**src/rtl/mealy_seq_det.sv**
```systemverilog
`default_nettype none
// ============================================================================
//  Module      : mealy_seq_det
//  Description : Parametrised Mealy serial sequence detector with KMP-style
//                fallback, overlapping / non-overlapping detection and a
//                saturating match counter.
//  Ports       : clk        - system clock, rising edge
//                rst        - synchronous active-high reset
//                en         - bit-valid qualifier for din
//                din        - serial data bit (PATTERN[PAT_LEN-1] arrives first)
//                clr_cnt    - synchronous clear of match_cnt
//                match      - pattern-complete indication
//                match_cnt  - saturating count of matches
//                prog       - matched-prefix length k (debug)
//  Options     : MEALY_SEQ_DET_MATCH_REG_EN - when defined, match is
//                registered and appears one cycle after the final bit.
//  Revision    : 1.0 - initial release
// ============================================================================
module mealy_seq_det #(
    parameter int                 PAT_LEN = 4,
    parameter logic [PAT_LEN-1:0] PATTERN = 4'b1011,
    parameter bit                 OVERLAP = 1'b1,
    parameter int                 CNT_W   = 8
) (
    input  logic                       clk,
    input  logic                       rst,
    input  logic                       en,
    input  logic                       din,
    input  logic                       clr_cnt,
    output logic                       match,
    output logic [CNT_W-1:0]           match_cnt,
    output logic [$clog2(PAT_LEN)-1:0] prog
);

    localparam int KW    = $clog2(PAT_LEN);
    localparam int TBL_N = 2 ** (KW + 1);

    localparam logic [KW-1:0]    c_K_LAST  = KW'(PAT_LEN - 1);
    localparam logic [CNT_W-1:0] c_CNT_MAX = {CNT_W{1'b1}};

    // Next state for (k, b). Because k is the longest suffix of the history
    // that is a pattern prefix, the last k bits of history are exactly
    // PATTERN's first k bits, so the next state depends only on k and b.
    // The search is capped at PAT_LEN-1, which turns a full match into the
    // longest proper border (overlapping restart).
    function automatic int f_next(input int k, input bit b);
        bit [15:0] v_pat;
        bit [15:0] v_str;
        int        v_best;
        int        v_idx;
        int        v_pi;
        bit        v_ok;
        v_pat  = 16'(PATTERN);
        v_str  = '0;
        v_best = 0;
        for (int i = 0; i < PAT_LEN; i++) begin
            v_pi = PAT_LEN - 1 - i;
            if (i < k) begin
                v_str[i[3:0]] = v_pat[v_pi[3:0]];
            end else if (i == k) begin
                v_str[i[3:0]] = b;
            end
        end
        if ((k == PAT_LEN - 1) && (b == v_pat[0]) && !OVERLAP) begin
            return 0;
        end
        for (int j = 1; j < PAT_LEN; j++) begin
            if (j <= k + 1) begin
                v_ok = 1'b1;
                for (int i = 0; i < j; i++) begin
                    v_idx = k + 1 - j + i;
                    v_pi  = PAT_LEN - 1 - i;
                    if (v_pat[v_pi[3:0]] != v_str[v_idx[3:0]]) begin
                        v_ok = 1'b0;
                    end
                end
                if (v_ok) begin
                    v_best = j;
                end
            end
        end
        return v_best;
    endfunction

    logic [KW-1:0]    r_k;
    logic [CNT_W-1:0] r_cnt;
    logic [KW-1:0]    w_nxt_tbl [TBL_N];
    logic             w_legal;
    logic             w_hit;

    // Transition table indexed by {k, b}; encodings k >= PAT_LEN map to 0.
    for (genvar gi = 0; gi < TBL_N; gi++) begin : g_tbl
        if ((gi / 2) < PAT_LEN) begin : g_legal_ent
            assign w_nxt_tbl[gi] = KW'(f_next(gi / 2, bit'(gi % 2)));
        end else begin : g_illegal_ent
            assign w_nxt_tbl[gi] = '0;
        end
    end

    // When PAT_LEN is a power of two every encoding of k is legal.
    if (PAT_LEN == (2 ** KW)) begin : g_legal_full
        assign w_legal = 1'b1;
    end else begin : g_legal_chk
        assign w_legal = (r_k <= c_K_LAST);
    end

    assign w_hit = en & ~rst & (r_k == c_K_LAST) & (din == PATTERN[0]);

    always_ff @(posedge clk) begin
        if (rst) begin
            r_k   <= '0;
            r_cnt <= '0;
        end else begin
            if (!w_legal) begin
                r_k <= '0;
            end else if (en) begin
                r_k <= w_nxt_tbl[{r_k, din}];
            end

            // A clear wins over an increment in the same cycle.
            if (clr_cnt) begin
                r_cnt <= '0;
            end else if (w_hit && (r_cnt != c_CNT_MAX)) begin
                r_cnt <= r_cnt + 1'b1;
            end
        end
    end

`ifdef MEALY_SEQ_DET_MATCH_REG_EN
    logic r_match;

    always_ff @(posedge clk) begin
        if (rst) begin
            r_match <= 1'b0;
        end else begin
            r_match <= w_hit;
        end
    end

    assign match = r_match;
`else
    assign match = w_hit;
`endif

    assign match_cnt = r_cnt;
    assign prog      = r_k;

endmodule
`default_nettype wire

```
**config.mk**
```make
export PLATFORM = sky130hd
export DESIGN_NAME = mealy_seq_det
export DESIGN_NICKNAME = d
export VERILOG_FILES = /design/src/rtl/mealy_seq_det.sv
export SDC_FILE = /design/constraint.sdc
export NUM_CORES = 1
export LEC_CHECK = 0
export CAP_MARGIN = 20
export CORE_UTILIZATION = 38
export CTS_CLUSTER_SIZE = 8
export DETAILED_ROUTE_END_ITERATION = 12
export PLACE_DENSITY = 0.7
export SYNTH_ARGS = -nofsm -noshare
export SYNTH_HDL_FRONTEND = slang
export SYNTH_SLANG_ARGS = --single-unit
```
**constraint.sdc**
```tcl
create_clock -name clk -period 1.5 [get_ports clk]
set_input_delay 0.15 -clock clk [delete_from_list [all_inputs] [get_ports clk]]
set_output_delay 0.15 -clock clk [all_outputs]
set_load 0.01 [all_outputs]
```
* Yosys cells after proc, flatten, opt, wreduce, memory -nomap -nowiden
Memories as Yosys holds them, arrays and structs flattened. A register that Yosys moved wholly into a read port is not among the register bits. Index checks and enable logic that the tools add are counted.
Word-level totals: input port bits 5, flip-flop bits (word level) 8, output and inout port bits 11, bits in latches 0, word-level logic and storage cells 12, ROM bits 16, memories 1, memory bits (writable) 0
Operators by class: div/mod/pow operators 0, mux-type cells 0, multipliers 0, bitwise gates (word level) 5, $add $sub $neg 1, magnitude comparators 0, shift-type cells 0, reductions and logical operators 2, equality and inequality tests 2
Memories:
- (no name shown) | depth 8, width 2, read ports 1, clocked after memory_dff 1, write ports 0, RTL line 117 | r_k <= w_nxt_tbl[{r_k, din}];
Operator list (number):
- adder 8 x 1 -> 8 bit (second input constant) | 1
- inequality test 8 bit (second input constant) | 1
- NOT 3 -> 4 bit | 1
- bitwise AND 1 bit | 3
- equality test 2 bit (second input constant) | 1
- OR reduction 2 bit | 1
- logical AND 1 bit | 1
- NOT 1 bit | 1

* Depth between registers and ports, before layout
depth after elaboration 5, mapped depth 5

* Least setup slack after synthesis
Ideal clock, no wire load.
path kind reg2reg, start point register r_cnt[0], in the netlist match_cnt[0], end point register r_cnt[3], in the netlist match_cnt[3], data required time 1.430 ns, buffers on the path 0, arrival 1.399 ns, cell stages (with the launch flop) 6, slack 0.031 ns, period minus slack after synthesis 1.469 ns, cells stage by stage dfxtp_1 ha_1 nand3_1 nor2_1 or4_1 a21oi_1
On the way: word-level cells in the longest chain between the ends 2
RTL lines:
- start, declared | RTL line 86 | logic [CNT_W-1:0] r_cnt;
- start signal, assigned | RTL line 124 | r_cnt <= r_cnt + 1'b1;
- branches (longest 2 deep; another with adder 8 x 1 -> 8 bit)
Several ways; the timed one is not identified. A chain may end at the register's enable or synchronous reset.

* Worst setup path after layout
start point input en, end point register r_cnt[3], in the netlist match_cnt[3]
On the way: word-level cells in the longest chain between the ends 4
RTL lines:
- start, declared | RTL line 27 | input logic en,
- bitwise AND 1 bit (3 in a row) | RTL line 107 | assign w_hit = en & ~rst & (r_k == c_K_LAST) & (din == PATTERN[0]);
- logical AND 1 bit | RTL line 123 | end else if (w_hit && (r_cnt != c_CNT_MAX)) begin
No other way between the ends.

==> summary.txt <==
Status
  – Outcome: completed

Logic synthesis
  – XOR/XNOR Fraction of Synth Area: 0%
  – Mux share of post-synthesis cell area: 3.96%
  – Syn Std Cell Area: 505 um2
  – Post-Synth Adder-Cell Area: 4.95%
  – Seq/Total Area, Yosys: 39.6%
  – Yosys cell types: 28
  – Post-synthesis compound-gate area fraction: 19.8%
  – Gate Count Post-Synth: 58
  – Yosys reg bits: 10
  – Synth Net Count: 65
  – Warnings from Yosys: 0
  – Largest family of logic cells by synthesized area: simple AND/OR/NAND/NOR gates
  – Syn Area/Cell: 8.72 um2
  – Simple-Gate Fraction of Synth Area: 27.0%

Worst hold path
  – Hold path startpoint: din
  – HP Class: in2reg
  – Hold EP: prog[0]
  – Hold path cells: 3

Power and ir drop
  – Pleak: 0.330 nW
  – Worst vdd ir: 0.396 mV
  – Cell area power density: 623 nW/um2
  – Clock power share: 36.3%
  – Switch share: 22.0%
  – Flop pwr share: 54.1%
  – Net Switching: 0.110 mW
  – Gate power share: 9.6%
  – Internal power: 0.388 mW

Timing
  – Hold WS: 0.248 ns
  – Final Hold Viols: 0
  – Slew HR: 80.4%
  – Fin crit period: 1.43 ns
  – Worst-case clock skew: 0.00920 ns
  – Fmax: 698 MHz
  – Final Max Slew Viols: 0
  – Worst-margin pin slew: 0.292 ns
  – Final period util: 95.6%
  – # setup viols final: 0

Clock network
  – Clk slew on worst S/H paths: 0.06 ns
  – CTS tree: done
  – H-tree levels: 1
  – Clk sinks: 10
  – Num CTS Buffers: 3
  – Skew-Pair Late Insertion Delay: 0.27 ns
  – Root Buffer: clkbuf_4
  – Clock Tree Buf Depth: 2

Detailed routing
  – Initial DRC Count: 17
  – # DRC: 0
  – Antenna Violating Nets Remaining: 0
  – DRT Wirelength: 1440 um
  – Routed WL per cell: 14.1 um
  – DR vias/cell: 5.43
  – First-pass iteration count of the detailed router: 4
  – Vias: 554

Layout
  – Fillers: 111
  – Share of cells above drive strength 1: 25.0%
  – Final core utilization: 68.3%
  – Antenna Cells: 0
  – Synth-to-Final Area Change: 58.2%
  – Final net count: 97

Setup path
  – CP peak stage delay: 0.54 ns
  – Crit Path Max Fanout: 6
  – Critical path data arrival time: 1.63 ns
  – R2R cell count: 5
  – R2R setup slack: 0.09 ns
  – R2r startpoint: match_cnt[0]
  – CP startpoint: en
  – Crit path capture type: flip-flop
  – Critical-path top delay cell: or4_1
  – WS Path Type: in2reg
  – Cell Chain, Critical Path: clkdlybuf4s50_1 -> and4b_1 -> nand2_2 -> or4_1 -> a21oi_2
  – R2r endpoint: match_cnt[3]
  – CP startpoint kind: primary input
  – CP required: 1.70 ns

Die
  – Row count: 12
  – DIE AREA: 1480 um2
  – Core area: 1170 um2
  – Starting Density: 43.2%
  – Die W: 38.5 um
  – Die height: 38.5 um
  – I/O Pins: 16

Global route
  – Vias in the first global route: 529
  – Met2 Usage GRT: 39.4%
  – Initial antenna violation count: 0
  – GR Util met1: 30.2%
  – Largest net degree at the start of global routing: 8
  – Grt ovf: 0
  – Total Routing Usage GR: 24.8%
  – First-pass GRT wire length: 2430 um
  – Grt met3 use: 10.5%
  – GR peak layer: met2

Placed design
  – Dpl hpwl: 1080 um
  – Number of port buffers: 15
  – GP Congestion: 0.698

Flow run
  – Max Cap Viol: 0
-- per-layer routing --
metal | up-vias | part of all wire (%)
met5 | - | 0
met4 | 0 | 0.97
met3 | 2 | 5.1
met2 | 12 | 50
met1 | 254 | 44
li1 | 286 | -
-- synth_stat cells (all sizes together) --
library cell,instances,area share (%)
dfxtp,10,40
a21oi,4,4.0
inv,4,3.0
nor2,4,3.0
nand3,3,3.0
o21ai,3,3.0
and3,2,2.5
and4,2,3.5
buf,2,1.7
ha,2,4.9
mux2i,2,4.0
nand4,2,2.5
nor3,2,2.0
o311ai,2,3.5
o41ai,2,3.5
a311oi,1,1.7
a31oi,1,1.2
and2,1,1.2
and4b,1,2.0
nand2,1,0.74
nand3b,1,1.5
nor4,1,1.2
o21a,1,1.5
o31ai,1,1.5
or2,1,1.2
or3,1,1.2
or4,1,1.5
-- what timing repair did --
item	4_1_cts	5_1_grt
gates resized for setup	2	7
pin swaps	0	4
hold buffers	0	0
buffers inserted	0	0
endpoints found under the setup margin	1	5
-- through the flow --
stage | cells | total power, mW | cell area, um2 | worst slack, ns | TNS (ns)
finish | 102 | 0.498 | 800 | 0.0666 | 0
global route | 102 | 0.522 | 800 | -0.000635 | -0.000635
CTS | 102 | 0.505 | 793 | 0.00698 | 0
detailed placement | 99 | 0.322 | 769 | -0.303 | -1.40
global placement | 99 | 0.319 | 769 | -0.263 | -1.15
floorplan | 58 | 0.288 | 505 | 0.0310 | 0
-- kinds of logic (layout without fill, tap and decap cells) --
group,after synthesis,after routing
AO/OA/AOI/OAI,15,15
adder cells (fa/ha/maj),2,2
buffers and inverters,6,36
flip-flops,10,10
multiplexers,2,2
AND/OR/NAND/NOR,23,23
-- layout make-up --
| class | instances | area [um2] | area share [%] |
|---|---|---|---|
| repair buffers | 29 | 253 | 31.6 |
| inverters | 4 | 15.0 | 1.88 |
| multi-input cells | 42 | 292 | 36.5 |
| clock buffers | 3 | 22.5 | 2.82 |
| well taps | 14 | 17.5 | 2.19 |
| flip-flops and latches | 10 | 200 | 25.0 |
-- flip-flops by register name, summed over array words and instances, names as in the netlist --
name and cells:
match_cnt 8, prog 2
-- layout by cell type (no fill, tap or decap), types with 3 or more instances in the layout --
cell type         n
clkbuf_4          3
clkdlybuf4s50_1  13
nand3_1           3
inv_1             4
o21ai_0           3
buf_4            14
dfxtp_1          10
nor2_1            4
-- power by group through the flow --
stage | Combinational [mW] | Clock [mW] | Sequential [mW]
finish | 0.0478 | 0.181 | 0.269
global route | 0.0517 | 0.201 | 0.269
CTS | 0.0474 | 0.189 | 0.269
detailed placement | 0.0472 | 0 | 0.275
global placement | 0.0443 | 0 | 0.275
floorplan | 0.0109 | 0 | 0.277
-- worst max path at each step --
stage                         endpoint  slack [ns]  cells past startpoint
after detailed placement         match       -0.30                      5
final                     match_cnt[3]        0.07                      5
after global placement           match       -0.26                      5
after global routing      match_cnt[3]     -0.0006                      6
after floorplan           match_cnt[3]        0.03                      5
after CTS                        match       0.007                      5
-- worst max-delay path: cells and delay by family --
| family | cells | cell delay (ns) |
|---|---|---|
| compound gates | 1 | 0.12 |
| simple gates | 3 | 0.88 |
| buf+inv | 1 | 0.47 |
(Power assumes the default switching activity.)
